[config.mk]
export PLATFORM = sky130hd
export DESIGN_NAME = uart_rx
export DESIGN_NICKNAME = d
export VERILOG_FILES = /design/src/rtl/uart_rx.sv
export SDC_FILE = /design/constraint.sdc
export NUM_CORES = 1
export LEC_CHECK = 0
export CAP_MARGIN = 20
export CORE_MARGIN = 2
export CORE_UTILIZATION = 37
export DETAILED_ROUTE_END_ITERATION = 6
export PLACE_DENSITY = 0.62
export SLEW_MARGIN = 40
export SYNTH_ARGS = -nofsm -noshare
export SYNTH_HDL_FRONTEND = slang
export SYNTH_SLANG_ARGS = --single-unit
[constraint.sdc]
create_clock -name clk -period 2 [get_ports clk]
set_input_delay 0.3 -clock clk [delete_from_list [all_inputs] [get_ports clk]]
set_output_delay 0.3 -clock clk [all_outputs]
set_load 0.01 [all_outputs]
[src/rtl/uart_rx.sv]
// UART receiver: 2-FF synchronizer, oversampled start/data/stop sampling,
// one-clock rx_valid / frame_err strobes and a break-hold state.
module uart_rx #(
    parameter int DATA_BITS = 8,
    parameter int SAMPLING  = 16
) (
    input  logic                 clk,
    input  logic                 reset,
    input  logic                 bclk,
    input  logic                 rx,
    output logic [DATA_BITS-1:0] rx_data,
    output logic                 rx_valid,
    output logic                 frame_err,
    output logic                 busy
);

    localparam int TW = $clog2(SAMPLING);
    localparam int BW = $clog2(DATA_BITS + 1);
    localparam logic [TW-1:0] MID   = TW'(SAMPLING / 2 - 1);
    localparam logic [TW-1:0] LAST  = TW'(SAMPLING - 1);
    localparam logic [BW-1:0] BLAST = BW'(DATA_BITS - 1);

    typedef enum logic [2:0] {IDLE, START, DATA, STOP, BRK} state_t;

    state_t                 state, state_n;
    logic [1:0]             sync;
    logic                   rx_s;
    logic [TW-1:0]          tick, tick_n;
    logic [BW-1:0]          bits, bits_n;
    logic [DATA_BITS-1:0]   shift, shift_n;
    logic [DATA_BITS-1:0]   data_n;
    logic                   valid_n, err_n;

    assign rx_s = sync[1];
    assign busy = (state != IDLE);

    always_ff @(posedge clk or posedge reset) begin
        if (reset) begin
            sync      <= 2'b11;
            state     <= IDLE;
            tick      <= '0;
            bits      <= '0;
            shift     <= '0;
            rx_data   <= '0;
            rx_valid  <= 1'b0;
            frame_err <= 1'b0;
        end else begin
            sync      <= {sync[0], rx};
            state     <= state_n;
            tick      <= tick_n;
            bits      <= bits_n;
            shift     <= shift_n;
            rx_data   <= data_n;
            rx_valid  <= valid_n;
            frame_err <= err_n;
        end
    end

    always_comb begin
        state_n = state;
        tick_n  = bclk ? tick + 1'b1 : tick;
        bits_n  = bits;
        shift_n = shift;
        data_n  = rx_data;
        valid_n = 1'b0;
        err_n   = 1'b0;
        unique case (state)
            IDLE: begin
                tick_n = '0;
                if (!rx_s) state_n = START;
            end
            START: begin
                // midpoint check rejects glitches shorter than half a bit
                if (bclk && tick == MID) begin
                    tick_n  = '0;
                    bits_n  = '0;
                    state_n = rx_s ? IDLE : DATA;
                end
            end
            DATA: begin
                if (bclk && tick == LAST) begin
                    tick_n  = '0;
                    shift_n = {rx_s, shift[DATA_BITS-1:1]};
                    bits_n  = bits + 1'b1;
                    if (bits == BLAST) state_n = STOP;
                end
            end
            STOP: begin
                if (bclk && tick == LAST) begin
                    tick_n = '0;
                    if (rx_s) begin
                        data_n  = shift;
                        valid_n = 1'b1;
                        state_n = IDLE;
                    end else begin
                        err_n   = 1'b1;
                        state_n = BRK;
                    end
                end
            end
            BRK: begin
                // wait for the line to go idle so a held-low line is not re-read
                tick_n = '0;
                if (rx_s) state_n = IDLE;
            end
            default: begin
                tick_n  = '0;
                state_n = IDLE;
            end
        endcase
    end

endmodule

# == Word-level counts from Yosys, hierarchy flattened ==
# Cells that the tools add are included.
# word_totals
output_inout_bits,11
ff_bits,31
# op_classes
mux,22
n_eq_ne,13
add_sub_neg,2
n_reduce_logical,10
# op_table
operator,n
3-bit two-way mux,7
4-bit two-way mux,5
4-bit case mux with 2 select lines,2
3-bit case mux with 5 select lines,1
"2-bit != test, second input constant",6
"4-bit by 1-bit adder with 4-bit output, second input constant",2
"4-bit by 3-bit equality test with 1-bit output, second input constant",2
"3-bit by 2-bit equality test with 1-bit output, second input constant",2
1-bit two-way mux,6
3-bit AND reduction,2
6-bit AND reduction,1
"4-bit equality test, second input constant",1
"3-bit by 1-bit equality test with 1-bit output, second input constant",1
"3-bit equality test, second input constant",1
3-bit zero test,1
3-bit nonzero test,1
1-bit logical AND,2
2-bit two-way mux,1
2-bit AND reduction,1
2-bit nonzero test,1
2-bit OR reduction,1

# == Longest topological paths before layout ==
# depth
depth_word,4
ltp_mapped,6
depth_no_buf,4

# == Worst setup path before layout ==
# No wires, ideal clock.
# synth_path
kind,register -> register
start,register tick[0]
end,register shift[0]
stages_incl_launch_ff,7
required_time_ps,1875
arrival_time_ps,1497
path_buffers,2
path_slack_ps,378
cell_sequence,dfrtp_1 ha_1 and4_1 buf_6 and2_4 buf_6 mux2_4
# synth_between
elab_chain_cells,3
# synth_lines
item,line_no,source
"start, declared",28,"logic [TW-1:0] tick, tick_n;"
"start signal, assigned",50,tick <= tick_n;
4-bit equality test,81,if (bclk && tick == LAST) begin
1-bit logical AND,81,
2-bit AND reduction (no line),--,
"end signal, assigned",52,shift <= shift_n;
"end, declared",30,"logic [DATA_BITS-1:0] shift, shift_n;"
# No other way between the ends.
# A chain may end at the register's enable or synchronous reset.

# == Worst setup path in the final report ==
# layout_path
start,register state[1]
end,output busy
# layout_between
elab_chain_cells,1
# layout_lines
item,line_no,source
"start, declared",25,"state_t state, state_n;"
"start signal, assigned",49,state <= state_n;
3-bit nonzero test,35,assign busy = (state != IDLE);
"end, declared",14,output logic busy
# No other way between the ends.

==> results.sh <==
export IMPL_synth_commonest_cells="dfrtp_1, mux2_4, inv_1, mux2_2"
export IMPL_cts_inserted_buffers=5
export IMPL_synth_most_common_cell="dfrtp_1"
export IMPL_hpwl_mm=1.57
export IMPL_synth_edf_count=0
export IMPL_wl_per_cell_um=13.4
export IMPL_diodes=0
export IMPL_first_global_vias=889
export IMPL_drive_gt1_share_pct=30.2
export IMPL_status="finished, final reports clean"
export IMPL_path_clk_slew_ps=70
export IMPL_syn_avg_cell_area_sq_um=13.5
export IMPL_die_area_sq_mm=0.00445
export IMPL_worstPathMaxFanout=11
export IMPL_syn_to_final_growth_pct=20.7
export IMPL_maxSlewViolCount=0
export IMPL_setup_viol=0
export IMPL_start_util_pct=39.1
export IMPL_cap_violations=0
export IMPL_viasPerCell=4.97
export IMPL_clk_root_buffer_cell="clkbuf_8"
export IMPL_relSlewSlack_pct=74.6
export IMPL_ant_nets=0
export IMPL_die_h_um=66.7
export IMPL_hold_violations=0
export IMPL_end_kind="primary output"
export IMPL_synth_area_leaders="dfrtp_1, mux2_4, mux2_2"
export IMPL_vdd_drop_max_mv=0.354
export IMPL_cellLeakagePower_nw=0.799
export IMPL_drc_errors=0
export IMPL_vias=880
export IMPL_arrival_ps=1600
export IMPL_timing_critical_path_from_type="flip-flop"
export IMPL_synth_ff_type="dfrtp_1"
export IMPL_clock_latency_ps=280
export IMPL_clockBufferDepth=2
export IMPL_gp_routability_congestion=0.662
export IMPL_antenna_found_initial=0
export IMPL_grt_util_all_layers_pct=13.4
export IMPL_postCtsHoldBufs=0
export IMPL_die_w_um=66.7
export IMPL_core_area_sq_mm=0.00372
export IMPL_routed_wl_mm=2.38
export IMPL_std_cell_rows=22
export IMPL_firstDrtPassIters=5
export IMPL_power_density_mw_per_mm2=1010
export IMPL_rsz0062_at_grt="false"
export IMPL_synth_seq_cells=31
export IMPL_async_reset_ff_share_pct=100
export IMPL_timing_final_crit_share_pct=94.9
export IMPL_grt_pass1_wl_mm=4.30
export IMPL_ios=15
export IMPL_first_iter_violations=26
export IMPL_grt_ovfl_total=0
export IMPL_cts_resized=0
export IMPL_cp_required_ps=1700
export IMPL_hold_path_class="reg2reg"
export IMPL_grt_max_degree=32
export IMPL_final_util_pct=47.2
export IMPL_clkSinkCount=31
export IMPL_netlist_area_sq_mm=0.00145
export IMPL_yosysWarnings=0
export IMPL_num_nets_final=134
export IMPL_ctsHtreeMaxLevel=2
export IMPL_syn_inst=108
export IMPL_worstMarginPinSlew_ps=381
export IMPL_final_setup_tns_ps=0
export IMPL_ys_seq_area_share_pct=53.5
export IMPL_io_buffers=14
export IMPL_synth_nets=114
export IMPL_crit_type="reg2out"
export IMPL_min_period_ps=1900
export IMPL_post_cts_buffers=0
export IMPL_ys_types=37
export IMPL_finClkSkew_ps=7.23
export IMPL_yosysTopAreaCell="dfrtp_1"
export IMPL_max_freq_mhz=527
export IMPL_tritoncts="yes"
export IMPL_yosysTopAreaCellShare_pct=49.9
final cells by class:
type | count | area (sq um)
clock buffers | 6 | 82.6
clock inverters | 2 | 35.0
fillers | 342 | 1960
inverters | 6 | 22.5
multi-input cells | 64 | 591
flip-flops and latches | 31 | 779
well taps | 48 | 60.1
repair buffers | 20 | 185
kinds of logic after synthesis:
logic type / Yosys count / share of synthesized area, %
fa+ha+maj: 2 / 1.72
flops: 31 / 53.5
buf+inv: 13 / 5.85
simple gates: 28 / 13.5
xor+xnor: 4 / 2.41
mux: 18 / 16.4
compound gates: 12 / 6.63
critical path, cell delays in order, from the launching register on:
cell and delay (ps):
dfrtp_2 480, or3_1 360, clkdlybuf4s50_1 480
cell usage in the layout, fill, tap and decap left out, types with 2 or more instances in the layout:
| master | n |
|---|---|
| mux2_4 | 10 |
| xnor2_1 | 2 |
| nor3_1 | 4 |
| nor2b_1 | 2 |
| inv_1 | 6 |
| nand4_1 | 2 |
| nand2_1 | 3 |
| a311oi_1 | 2 |
| nor2_1 | 2 |
| ha_1 | 2 |
| xor2_1 | 2 |
| a31oi_1 | 3 |
| mux2i_1 | 2 |
| a21oi_1 | 3 |
| buf_4 | 6 |
| mux2_2 | 6 |
| clkdlybuf4s50_1 | 14 |
| clkbuf_8 | 6 |
| nand3_1 | 2 |
| dfstp_2 | 2 |
| nand3b_1 | 2 |
| dfrtp_1 | 28 |
worst paths after layout:
kind	endpoint	slack, ps	cells past startpoint	start
worst max-delay path	busy	100	2	state[1]$_DFFE_PP0P_
worst min-delay path	sync[1]$_DFF_PP1_	360	0	sync[0]$_DFF_PP1_
worst max register to register	tick[0]$_DFF_PP0_	320	5	tick[0]$_DFF_PP0_
worst min register to register	sync[1]$_DFF_PP1_	360	0	sync[0]$_DFF_PP1_
max in group asynchronous	sync[0]$_DFF_PP1_	1280	3	reset
min in group asynchronous	shift[2]$_DFFE_PP0P_	390	3	reset
routing by layer:
layer | GRT usage (%) | wire length, um | vias to the layer above
li1 | - | - | 424
met1 | 17.8 | 1150 | 431
met2 | 18.3 | 1050 | 20
met3 | 4.56 | 94 | 5
met4 | 9.18 | 76 | 0
met5 | 0 | 0 | -
flip-flops by register name, indices dropped and copies added, names as in the netlist:
signal / flops
tick: 4
sync: 2
rx_valid: 1
frame_err: 1
bits: 4
rx_data: 8
shift: 8
state: 3
power breakdown:
group / leakage, nW / switching [mW] / internal (mW)
registers: 0.409 / 0.0981 / 0.705
clock network: 0.0612 / 0.235 / 0.403
logic: 0.329 / 0.160 / 0.170
stage by stage:
| step | power [mW] | hold WS (ps) | cells | cell area (sq um) | setup WS [ps] |
|---|---|---|---|---|---|
| after CTS | 1.78 | 361 | 177 | 1750 | 54.0 |
| after floorplan | 1.10 | 304 | 108 | 1450 | 378 |
| after global routing | 1.88 | 366 | 177 | 1760 | 37.0 |
| after detailed placement | 1.14 | 353 | 169 | 1640 | 185 |
| after global placement | 1.13 | 345 | 169 | 1640 | 218 |
| final | 1.77 | 360 | 177 | 1760 | 102 |
Note: power is estimated with default switching activity, not from simulation.
